## config.mk

```make
export PLATFORM = sky130hd
export DESIGN_NAME = axi_mem_arbiter
export DESIGN_NICKNAME = d
export VERILOG_FILES = /design/src/rtl/axi_mem_arbiter.sv
export SDC_FILE = /design/constraint.sdc
export NUM_CORES = 1
export LEC_CHECK = 0
export CAP_MARGIN = 10
export CORE_AREA = 3 3 173 175
export DETAILED_ROUTE_END_ITERATION = 8
export DIE_AREA = 0 0 176 178
export PLACE_DENSITY = 0.63
export SYNTH_ARGS = -nofsm -noshare
export SYNTH_HDL_FRONTEND = slang
export SYNTH_SLANG_ARGS = --single-unit
```

## constraint.sdc

```tcl
create_clock -name clk -period 3.2 [get_ports clk]
set_input_delay 0.64 -clock clk [delete_from_list [all_inputs] [get_ports clk]]
set_output_delay 0.64 -clock clk [all_outputs]
set_load 0.05 [all_outputs]
```

## src/rtl/axi_mem_arbiter.sv

```systemverilog
// Two-master to one-slave AXI4-Lite arbiter: one transaction at a time, round-robin grant,
// registered request payload and a captured response replayed to the granted master.
module axi_mem_arbiter #(
    parameter bit WRITE_FIRST = 1'b1
) (
    input  logic        clk,
    input  logic        rstn,
    input  logic        s0_axi_awvalid,
    input  logic [31:0] s0_axi_awaddr,
    input  logic [2:0]  s0_axi_awprot,
    output logic        s0_axi_awready,
    input  logic        s0_axi_wvalid,
    input  logic [31:0] s0_axi_wdata,
    input  logic [3:0]  s0_axi_wstrb,
    output logic        s0_axi_wready,
    output logic        s0_axi_bvalid,
    input  logic        s0_axi_bready,
    input  logic        s0_axi_arvalid,
    input  logic [31:0] s0_axi_araddr,
    input  logic [2:0]  s0_axi_arprot,
    output logic        s0_axi_arready,
    output logic        s0_axi_rvalid,
    input  logic        s0_axi_rready,
    output logic [31:0] s0_axi_rdata,
    input  logic        s1_axi_awvalid,
    input  logic [31:0] s1_axi_awaddr,
    input  logic [2:0]  s1_axi_awprot,
    output logic        s1_axi_awready,
    input  logic        s1_axi_wvalid,
    input  logic [31:0] s1_axi_wdata,
    input  logic [3:0]  s1_axi_wstrb,
    output logic        s1_axi_wready,
    output logic        s1_axi_bvalid,
    input  logic        s1_axi_bready,
    input  logic        s1_axi_arvalid,
    input  logic [31:0] s1_axi_araddr,
    input  logic [2:0]  s1_axi_arprot,
    output logic        s1_axi_arready,
    output logic        s1_axi_rvalid,
    input  logic        s1_axi_rready,
    output logic [31:0] s1_axi_rdata,
    output logic        mem_axi_awvalid,
    output logic [31:0] mem_axi_awaddr,
    output logic [2:0]  mem_axi_awprot,
    input  logic        mem_axi_awready,
    output logic        mem_axi_wvalid,
    output logic [31:0] mem_axi_wdata,
    output logic [3:0]  mem_axi_wstrb,
    input  logic        mem_axi_wready,
    input  logic        mem_axi_bvalid,
    output logic        mem_axi_bready,
    output logic        mem_axi_arvalid,
    output logic [31:0] mem_axi_araddr,
    output logic [2:0]  mem_axi_arprot,
    input  logic        mem_axi_arready,
    input  logic        mem_axi_rvalid,
    output logic        mem_axi_rready,
    input  logic [31:0] mem_axi_rdata
);

    typedef enum logic [2:0] {
        IDLE, WR_REQ, WR_RESP, WR_DONE, RD_REQ, RD_RESP, RD_DONE
    } state_t;

    state_t      state_q, state_d;
    logic        last_grant_q, last_grant_d;
    logic        gid_q, gid_d;
    logic        aw_done_q, aw_done_d;
    logic        w_done_q, w_done_d;
    logic [31:0] awaddr_q, awaddr_d;
    logic [2:0]  awprot_q, awprot_d;
    logic [31:0] wdata_q, wdata_d;
    logic [3:0]  wstrb_q, wstrb_d;
    logic [31:0] araddr_q, araddr_d;
    logic [2:0]  arprot_q, arprot_d;
    logic [31:0] rdata_q, rdata_d;

    logic s0_wr_req, s1_wr_req, s0_req, s1_req;
    logic gnt_sel, g_wr_req, g_rd_req, pick_wr, accept;

    assign s0_wr_req = s0_axi_awvalid && s0_axi_wvalid;
    assign s1_wr_req = s1_axi_awvalid && s1_axi_wvalid;
    assign s0_req    = s0_wr_req || s0_axi_arvalid;
    assign s1_req    = s1_wr_req || s1_axi_arvalid;
    // On a tie the master that did not win last time gets the grant.
    assign gnt_sel   = (s0_req && s1_req) ? ~last_grant_q : s1_req;
    assign g_wr_req  = gnt_sel ? s1_wr_req : s0_wr_req;
    assign g_rd_req  = gnt_sel ? s1_axi_arvalid : s0_axi_arvalid;
    assign pick_wr   = g_wr_req && (WRITE_FIRST || !g_rd_req);
    // Gating with rstn keeps the combinational accept silent while reset is held.
    assign accept    = rstn && (state_q == IDLE) && (s0_req || s1_req);

    assign mem_axi_awaddr = awaddr_q;
    assign mem_axi_awprot = awprot_q;
    assign mem_axi_wdata  = wdata_q;
    assign mem_axi_wstrb  = wstrb_q;
    assign mem_axi_araddr = araddr_q;
    assign mem_axi_arprot = arprot_q;
    assign s0_axi_rdata   = rdata_q;
    assign s1_axi_rdata   = rdata_q;

    always_comb begin
        state_d         = state_q;
        last_grant_d    = last_grant_q;
        gid_d           = gid_q;
        aw_done_d       = aw_done_q;
        w_done_d        = w_done_q;
        awaddr_d        = awaddr_q;
        awprot_d        = awprot_q;
        wdata_d         = wdata_q;
        wstrb_d         = wstrb_q;
        araddr_d        = araddr_q;
        arprot_d        = arprot_q;
        rdata_d         = rdata_q;
        s0_axi_awready  = 1'b0;
        s0_axi_wready   = 1'b0;
        s0_axi_arready  = 1'b0;
        s0_axi_bvalid   = 1'b0;
        s0_axi_rvalid   = 1'b0;
        s1_axi_awready  = 1'b0;
        s1_axi_wready   = 1'b0;
        s1_axi_arready  = 1'b0;
        s1_axi_bvalid   = 1'b0;
        s1_axi_rvalid   = 1'b0;
        mem_axi_awvalid = 1'b0;
        mem_axi_wvalid  = 1'b0;
        mem_axi_bready  = 1'b0;
        mem_axi_arvalid = 1'b0;
        mem_axi_rready  = 1'b0;
        unique case (state_q)
            IDLE: begin
                if (accept) begin
                    last_grant_d = gnt_sel;
                    gid_d        = gnt_sel;
                    if (pick_wr) begin
                        awaddr_d       = gnt_sel ? s1_axi_awaddr : s0_axi_awaddr;
                        awprot_d       = gnt_sel ? s1_axi_awprot : s0_axi_awprot;
                        wdata_d        = gnt_sel ? s1_axi_wdata  : s0_axi_wdata;
                        wstrb_d        = gnt_sel ? s1_axi_wstrb  : s0_axi_wstrb;
                        aw_done_d      = 1'b0;
                        w_done_d       = 1'b0;
                        s0_axi_awready = !gnt_sel;
                        s0_axi_wready  = !gnt_sel;
                        s1_axi_awready = gnt_sel;
                        s1_axi_wready  = gnt_sel;
                        state_d        = WR_REQ;
                    end else begin
                        araddr_d       = gnt_sel ? s1_axi_araddr : s0_axi_araddr;
                        arprot_d       = gnt_sel ? s1_axi_arprot : s0_axi_arprot;
                        s0_axi_arready = !gnt_sel;
                        s1_axi_arready = gnt_sel;
                        state_d        = RD_REQ;
                    end
                end
            end
            WR_REQ: begin
                // AW and W complete independently; each valid drops after its own handshake.
                mem_axi_awvalid = !aw_done_q;
                mem_axi_wvalid  = !w_done_q;
                aw_done_d = aw_done_q || mem_axi_awready;
                w_done_d  = w_done_q || mem_axi_wready;
                if (aw_done_d && w_done_d) state_d = WR_RESP;
            end
            WR_RESP: begin
                mem_axi_bready = 1'b1;
                if (mem_axi_bvalid) state_d = WR_DONE;
            end
            WR_DONE: begin
                s0_axi_bvalid = !gid_q;
                s1_axi_bvalid = gid_q;
                if (gid_q ? s1_axi_bready : s0_axi_bready) state_d = IDLE;
            end
            RD_REQ: begin
                mem_axi_arvalid = 1'b1;
                if (mem_axi_arready) state_d = RD_RESP;
            end
            RD_RESP: begin
                mem_axi_rready = 1'b1;
                if (mem_axi_rvalid) begin
                    rdata_d = mem_axi_rdata;
                    state_d = RD_DONE;
                end
            end
            RD_DONE: begin
                s0_axi_rvalid = !gid_q;
                s1_axi_rvalid = gid_q;
                if (gid_q ? s1_axi_rready : s0_axi_rready) state_d = IDLE;
            end
            default: state_d = IDLE;
        endcase
    end

    always_ff @(posedge clk or negedge rstn) begin
        if (!rstn) begin
            state_q      <= IDLE;
            last_grant_q <= 1'b1;
            gid_q        <= 1'b0;
            aw_done_q    <= 1'b0;
            w_done_q     <= 1'b0;
            awaddr_q     <= '0;
            awprot_q     <= '0;
            wdata_q      <= '0;
            wstrb_q      <= '0;
            araddr_q     <= '0;
            arprot_q     <= '0;
            rdata_q      <= '0;
        end else begin
            state_q      <= state_d;
            last_grant_q <= last_grant_d;
            gid_q        <= gid_d;
            aw_done_q    <= aw_done_d;
            w_done_q     <= w_done_d;
            awaddr_q     <= awaddr_d;
            awprot_q     <= awprot_d;
            wdata_q      <= wdata_d;
            wstrb_q      <= wstrb_d;
            araddr_q     <= araddr_d;
            arprot_q     <= arprot_d;
            rdata_q      <= rdata_d;
        end
    end

endmodule

```

==> flow_summary.toml <==
[final_layout]
n_antenna_cell = 0
final_cell_mix = "clkdlybuf4s50_1 (438), mux2_2 (240), dfrtp_1 (144)"
regArea_sq_um = 3630
multi_input_area_sq_um = 3200
final_util_pct = 44.1
drive_gt1_share_pct = 31.9
fillers = 2619
nets = 1201
syn_to_final_growth_pct = 73.5
final_common_cell = "clkdlybuf4s50_1"

[global_routing]
grt_max_degree = 146
met3_usage_pct = 5.26
grt-busiest-layer = "met2"
grtUsageTotal_pct = 15.1
grtUsageMet2_pct = 27.9
antenna_found_initial = 0
grt_pass1_vias = 6059
grt_use_met1_pct = 16.3
grt_remaining_overflow = 0
grt_pass1_wl_um = 35900

[cts]
path_clk_slew_ns = 0.06
h-tree-depth = 4
cts_tree = "built"
cts-hold-fix-buffers = 0
clock_latency_ns = 0.42
cts_buffer_depth = 2
cts_num_sinks = 145
post_cts_resized = 0
numCtsBuffers = 17
clock_tree.root_cell = "clkbuf_16"
post_cts_buffers = 0

[route]
avgViaCountPerCell = 4.26
num_vias = 5691
wl_per_cell_um = 18.5
drt_iter0_markers = 143
drt-pass1-iter-count = 4
drt_wl_total_um = 24700
post-route-drc-count = 0
postRouteAntennaNets = 0

[setup_path]
endpoint_kind = "primary output"
crit_fanout = 5
crit_required_ns = 2.56
slowest_stage = "clkdlybuf4s50_1"
arrival_ns = 2.39
slowest_delay_ns = 0.48
startpoint_type = "input port"
path_class = "in -> out"
crit_chain = "clkdlybuf4s50_1, nand2_1, nand3_1, a311oi_4, nor2b_1, buf_12"

[sta]
tightest_slew_ns = 0.830
drv_slew = 0
slew_headroom_pct = 44.6
fin_skew_ns = 0.0104
fmax_ghz = 0.331
rsz0062_at_grt = "false"
finalCriticalPeriod_ns = 3.03
setup_tns_ns = 0
finalSetupViolations = 0
fin_crit_sh_pct = 94.5
hold_viol_final = 0

[floorplan]
start_util_pct = 25.4
boundaryPins = 446
rows = 62
fp.coreArea_sq_um = 28600
dieWidth_um = 176
die_area_sq_um = 31300
dieHeight_um = 178

[synthesis]
syn_nets = 783
synth-seq-cells = 145
netlist_instances = 522
syn_area_sq_um = 7270
synth_area_leader_cell = "dfrtp_1"
seq_area_frac_synth_pct = 49.9
ys_types = 37
ys_top_cells_by_area = "dfrtp_1 (50%), mux2_2 (37%), buf_4 (4.2%), buf_2 (1.1%), buf_6 (0.77%)"
synth_top_area_share_pct = 49.6
yosysWarnings = 0
syn_avg_cell_area_sq_um = 13.9

[power]
power.density_nw_per_um2 = 1120
vdd_ir_drop_max_mv = 0.759
p_leak_nw = 5.02

[place]
dpl.hpwl_um = 19300
io_buffers = 445
globalplace.congestion = 0.748

[job]
maxCapViolations = 0

[outcome]
outcome = "complete, no violations"

[worst_hold_path]
hold_path_class = "in -> async"
registers in the layout, summed over array words and instances (netlist names):
register        count
mem_axi_awprot      3
state_q             3
gid_q               1
mem_axi_wdata      32
mem_axi_arprot      3
w_done_q            1
aw_done_q           1
last_grant_q        1
s0_axi_rdata       32
mem_axi_awaddr     32
mem_axi_araddr     32
mem_axi_wstrb       4
path summary, 6_finish.rpt:
kind | start | end | slack (ns) | cells past startpoint
min in group clk | mem_axi_araddr[7] | mem_axi_araddr[7] | 0.49 | 1
max | s0_axi_awvalid | s0_axi_arready | 0.17 | 6
max reg2reg | state_q[2] | mem_axi_araddr[1] | 0.92 | 6
min | rstn | mem_axi_arprot[0] | 0.40 | 2
max in group asynchronous | rstn | mem_axi_araddr[13] | 2.18 | 2
min reg2reg | mem_axi_araddr[7] | mem_axi_araddr[7] | 0.49 | 1
metrics by stage:
stage	setup WS (ns)	hold WS (ns)	instances	power, mW	cell area (sq um)
finish	0.175	0.401	1335	14.1	12600
global route	0.0398	0.488	1335	14.8	12600
CTS	0.0927	0.456	1335	14.3	12600
detailed placement	0.0897	0.477	1305	12.1	12000
global placement	0.103	0.470	1305	12.1	12000
floorplan	0.0328	0.344	522	9.20	7270
metal layers:
layer	vias up	routed length [um]	share of wire (%)
met2	261	12900	52
met1	2738	9330	38
met4	0	341	1.4
met3	16	2110	8.5
li1	2676	-	-
met5	-	0	0
layout make-up:
type | instances | share of cell area (%)
Tap cell | 384 | 3.81
Sequential cell | 145 | 28.8
Clock buffer | 18 | 3.40
Timing Repair Buffer | 463 | 37.2
Clock inverter | 12 | 1.46
Multi-Input combinational cell | 313 | 25.4
worst max-delay path: cells and delay by family:
kind	cells	cell delay [ns]
buffers and inverters	2	0.66
AOI/OAI and AO/OA	1	0.43
and+or+nand+nor	3	0.65
synthesized netlist by cell type:
cell type / instances
nand2b_1: 3
dfstp_2: 1
and3_1: 1
and2_1: 2
a211oi_1: 1
a21oi_1: 2
o22ai_1: 1
nor3_1: 4
mux2_1: 5
clkbuf_1: 2
o221ai_1: 1
o2bb2ai_1: 1
a21oi_2: 2
a211o_1: 1
nor2b_1: 5
nor2_2: 1
nor3b_1: 1
a311oi_4: 1
mux2_2: 240
o21ai_0: 7
nand3_1: 2
o31ai_1: 2
a22oi_1: 1
a21o_2: 1
a31oi_1: 3
buf_2: 16
a221oi_1: 1
buf_6: 5
nand2_1: 10
nor2_1: 9
dfrtp_1: 144
buf_4: 41
and3b_2: 1
a21bo_2: 1
nand3b_4: 1
a2111oi_0: 1
o22a_1: 1
report_power, final:
part | internal [mW] | switching (mW) | leakage (nW)
sequential | 2.76 | 0.599 | 1.75
clock | 1.31 | 0.828 | 0.293
combinational | 3.27 | 5.34 | 2.98
total | 7.34 | 6.77 | 5.02
logic make-up after synthesis:
kind of cell / Yosys count / share of synthesized area, %
AOI/OAI and AO/OA: 28 / 2.96
buffers and inverters: 64 / 6.21
DFF: 145 / 49.9
muxes: 245 / 38.0
and+or+nand+nor: 40 / 2.94
No activity file was read; power rests on OpenSTA's default activity.
==> variant 1: new RTL, same flow settings <==
The 7 states of `state_t` get a Gray code encoding in 3 bits.
--- a/src/rtl/axi_mem_arbiter.sv
+++ b/src/rtl/axi_mem_arbiter.sv
@@ -59,7 +59,7 @@
 );
 
     typedef enum logic [2:0] {
-        IDLE, WR_REQ, WR_RESP, WR_DONE, RD_REQ, RD_RESP, RD_DONE
+        IDLE = 3'b000, WR_REQ = 3'b001, WR_RESP = 3'b011, WR_DONE = 3'b010, RD_REQ = 3'b110, RD_RESP = 3'b111, RD_DONE = 3'b101
     } state_t;
 
     state_t      state_q, state_d;
Check against the original RTL: no difference found for any inputs over 4 cycles, from zero or initial values and one cycle with rstn low; so few cycles prove little.
==> variant 1 against the unedited design <==
  * Via count up 4.2%
  * Total power hardly changed
  * Die area did not move
  * Setup slack better by 0.029 ns
  * Sequential cell count is the same
  * Routed wire length fell by 3.2%
  * Clock skew rose by 0.0035 ns
  * Largest cell class unchanged
  * Design area shrank 2.2%
  * Highest routed layer unchanged
  * Critical path depth decreased by 3
  * Synthesized area fell by 1.7%
  * Critical endpoint is now s0_axi_bvalid
==> variant 1: results (changes against the unedited design) <==
[pwr]
comb_power_share_pct=61.9  ; +0.8 points
seqPwrFrac_pct=24.2  ; +0.4 points
p_sw_mw=7.04  ; +3.9%
leakage_nw=5.31  ; +5.7%

[worst_setup_path]
r2r-end=mem_axi_araddr[8]
reg2reg_slack_ns=1.29  ; +0.37 ns
reg2reg_depth=5  ; -1
cp_max_fo=12  ; +7
arrival_ns=2.36  ; -0.03 ns

[route]
highest_layer=met4
drtIter0Drc=229  ; +60%
dr.pass1.iters=6  ; +2
routedWlPerCell_um=17.1  ; -7.8%
wl_met2_mm=12.2  ; -5.9%
routed-wl-met3_mm=1.91  ; -9.7%
vias=5931  ; +4.2%
met1_length_mm=9.49  ; +1.7%

[sta]
relSlewSlack_pct=37.1  ; -7.5 points
skew_ns=0.0140  ; +0.00354 ns

[global_route]
grt_pass1_wl_mm=35.8  ; -0.29%
grt_pass1_vias=6143  ; +1.4%
grt_max_degree=80  ; -45%
grt.total_usage_pct=14.8  ; -0.29 points

[logic_synthesis]
yosysSeqAreaShare_pct=50.8  ; +0.88 points
synthMuxAreaShare_pct=27.7  ; -10 points
synth_cell_types=39  ; +5.4%
synth_nets=858  ; +9.6%
synthTopCellsByCount=dfrtp_1 (144), nand2_1 (79), mux2i_1 (71), o21ai_1 (71), mux2_1 (57)
synth.area.top_cells=dfrtp_1 (50%), mux2i_1 (9.9%), mux2_1 (9.0%)
synth_compound_area_share_pct=7.83  ; +4.9 points
avgSynthCellArea_um2=12.0  ; -14%

[place]
pre_cts_ws_ns=0.332  ; +0.243 ns
hpwl_mm=18.7  ; -2.9%
place_congestion=0.801  ; +7.0%

[status]
status=finished, final reports clean

[final_layout]
fillCellCount=2723  ; +4.0%
nets=1266  ; +5.4%

## variant 1: changes by cell type after synthesis, moves of 5 or more
cell	unedited run	this run
o21ai_1	0	71
mux2_4	0	29
mux2_2	240	17
mux2i_1	0	71
buf_6	5	15
nand2_1	10	79
mux2_1	5	57
buf_4	41	36
## variant 1: worst max-delay path, stage by stage (launching register included)
cell	delay (ns)
dfrtp_1	0.52
or3b_1	0.50
nor2_1	0.12
clkdlybuf4s50_1	0.82
## variant 1: cell type report
cell class | instances | area share, %
Tap cell | 384 | 3.90
Clock inverter | 12 | 1.11
Sequential cell | 145 | 29.4
Multi-Input combinational cell | 376 | 24.1
Inverter | 7 | 0.213
Timing Repair Buffer | 458 | 37.7
Clock buffer | 20 | 3.54
## variant 1: metal layers
layer  track usage (%)  up-vias
met5                 0        -
met4              3.86        0
met3              4.92       16
met2              26.4      268
met1              17.1     2779
li1                  -     2868
## variant 1: metrics by stage
step / hold slack (ns) / instance area (µm²) / util (%) / total power [mW]
final: 0.0379 / 12300 / 43.1 / 14.1
after global routing: 0.0154 / 12300 / 43.1 / 14.8
after CTS: 0.0200 / 12300 / 43.1 / 14.3
after detailed placement: 0.470 / 11800 / 41.1 / 12.3
after global placement: 0.465 / 11800 / 41.1 / 12.2
after floorplan: 0.344 / 7150 / - / 9.35
## variant 1: how the worst max path moves through the flow
stage | cells past startpoint | from | slack, ns | to
after CTS | 3 | state_q[2] | 0.17 | s0_axi_bvalid
after floorplan | 4 | s0_axi_awvalid | 0.03 | s1_axi_wready
after global routing | 3 | state_q[2] | 0.07 | s0_axi_bvalid
after global placement | 8 | s0_axi_awvalid | 0.37 | mem_axi_wdata[27]
after detailed placement | 8 | s0_axi_awvalid | 0.33 | mem_axi_wdata[23]
final | 3 | state_q[2] | 0.20 | s0_axi_bvalid
==> variant 2: new RTL, same flow settings <==
Made on the original files. The parameter `WRITE_FIRST` goes from 1'b1 to 1'b0.
--- a/src/rtl/axi_mem_arbiter.sv
+++ b/src/rtl/axi_mem_arbiter.sv
@@ -1,7 +1,7 @@
 // Two-master to one-slave AXI4-Lite arbiter: one transaction at a time, round-robin grant,
 // registered request payload and a captured response replayed to the granted master.
 module axi_mem_arbiter #(
-    parameter bit WRITE_FIRST = 1'b1
+    parameter bit WRITE_FIRST = 1'b0
 ) (
     input  logic        clk,
     input  logic        rstn,
Check against the original RTL: not equivalent (Yosys sat finds a counterexample within 4 cycles, from zero or initial values and one cycle with rstn low).
==> variant 2 against the unedited design <==
  * Via count grew 6.8%
  * Routed wire length decreased by 0.79%
  * Design area decreased by 3.6%
  * Critical path depth is the same
  * Synthesized area is 4.6% lower
  * Die area is the same
  * Combinational power is 5.7% lower
  * Total power down 4.3%
  * Sequential cell count unchanged
  * Setup slack got worse by 0.059 ns
  * Cell count increased by 7.8%
  * Critical endpoint unchanged
  * Non-clock buffer count is 4 lower
  * Highest routed layer unchanged
==> variant 2: results (changes against the unedited design) <==
[status]
status=finished, final reports clean

[global_route]
grt_pass1_wl_mm=36.4  ; +1.3%
groute.layer.met1.usage_pct=17.8  ; +1.4 points
grt_max_degree=144  ; -1.4%
grtUsageMet3_pct=4.90  ; -0.36 points
met2_usage_pct=26.7  ; -1.2 points

[final_layout]
clk_share_pct=5.01  ; +0.15 points
fillCellCount=2759  ; +5.3%
nets=1303  ; +8.5%
drive_gt1_share_pct=7.49  ; -24 points
nonClkBufAreaFrac_pct=38.4  ; +1.3 points
inverters_excl_clock=4  ; +4

[route]
drtIter0Drc=236  ; +65%
via_per_inst=4.22  ; -0.93%
totalWireLength_mm=24.5  ; -0.79%
wl_met2_mm=12.5  ; -3.4%
met1_length_mm=9.74  ; +4.3%

[place]
place_congestion=0.809  ; +8.1%
hpwl_mm=18.9  ; -2.1%

[logic_synthesis]
synthTopCellsByCount=dfrtp_1 (144), nand2_1 (114), mux2i_1 (107), o21ai_1 (106), buf_4 (55)
yosysSeqAreaShare_pct=52.3  ; +2.4 points
avgSynthCellArea_um2=10.9  ; -22%

[worst_setup_path]
reg2reg_depth=5  ; -1
cp_max_fo=6  ; +1
worst_path_max_delay_cell=dlygate4sd3_1

[sta]
skew_ns=0.0131  ; +0.00268 ns

[cts]
cts_hold_buffers=1  ; +1

[pwr]
leakage_nw=5.23  ; +4.2%

==> variant 2: metrics by stage <==
| step | setup slack, ns | hold WS (ns) | cell area, µm² | power (mW) |
|---|---|---|---|---|
| floorplan | 0.266 | 0.344 | 6940 | 8.75 |
| global placement | 0.234 | 0.440 | 11500 | 11.5 |
| detailed placement | 0.215 | 0.441 | 11500 | 11.5 |
| CTS | 0.0834 | 0.488 | 12200 | 13.7 |
| global route | 0.0185 | 0.513 | 12200 | 14.2 |
| finish | 0.116 | 0.481 | 12200 | 13.5 |
==> variant 2: kinds of logic (layout without fill, tap and decap cells) <==
| family | Yosys count | in the layout | share of synthesized area (%) |
|---|---|---|---|
| muxes | 139 | 139 | 20.6 |
| buffers and inverters | 79 | 495 | 8.17 |
| DFF | 145 | 145 | 52.3 |
| AOI/OAI and AO/OA | 127 | 127 | 9.81 |
| and+or+nand+nor | 149 | 149 | 9.06 |
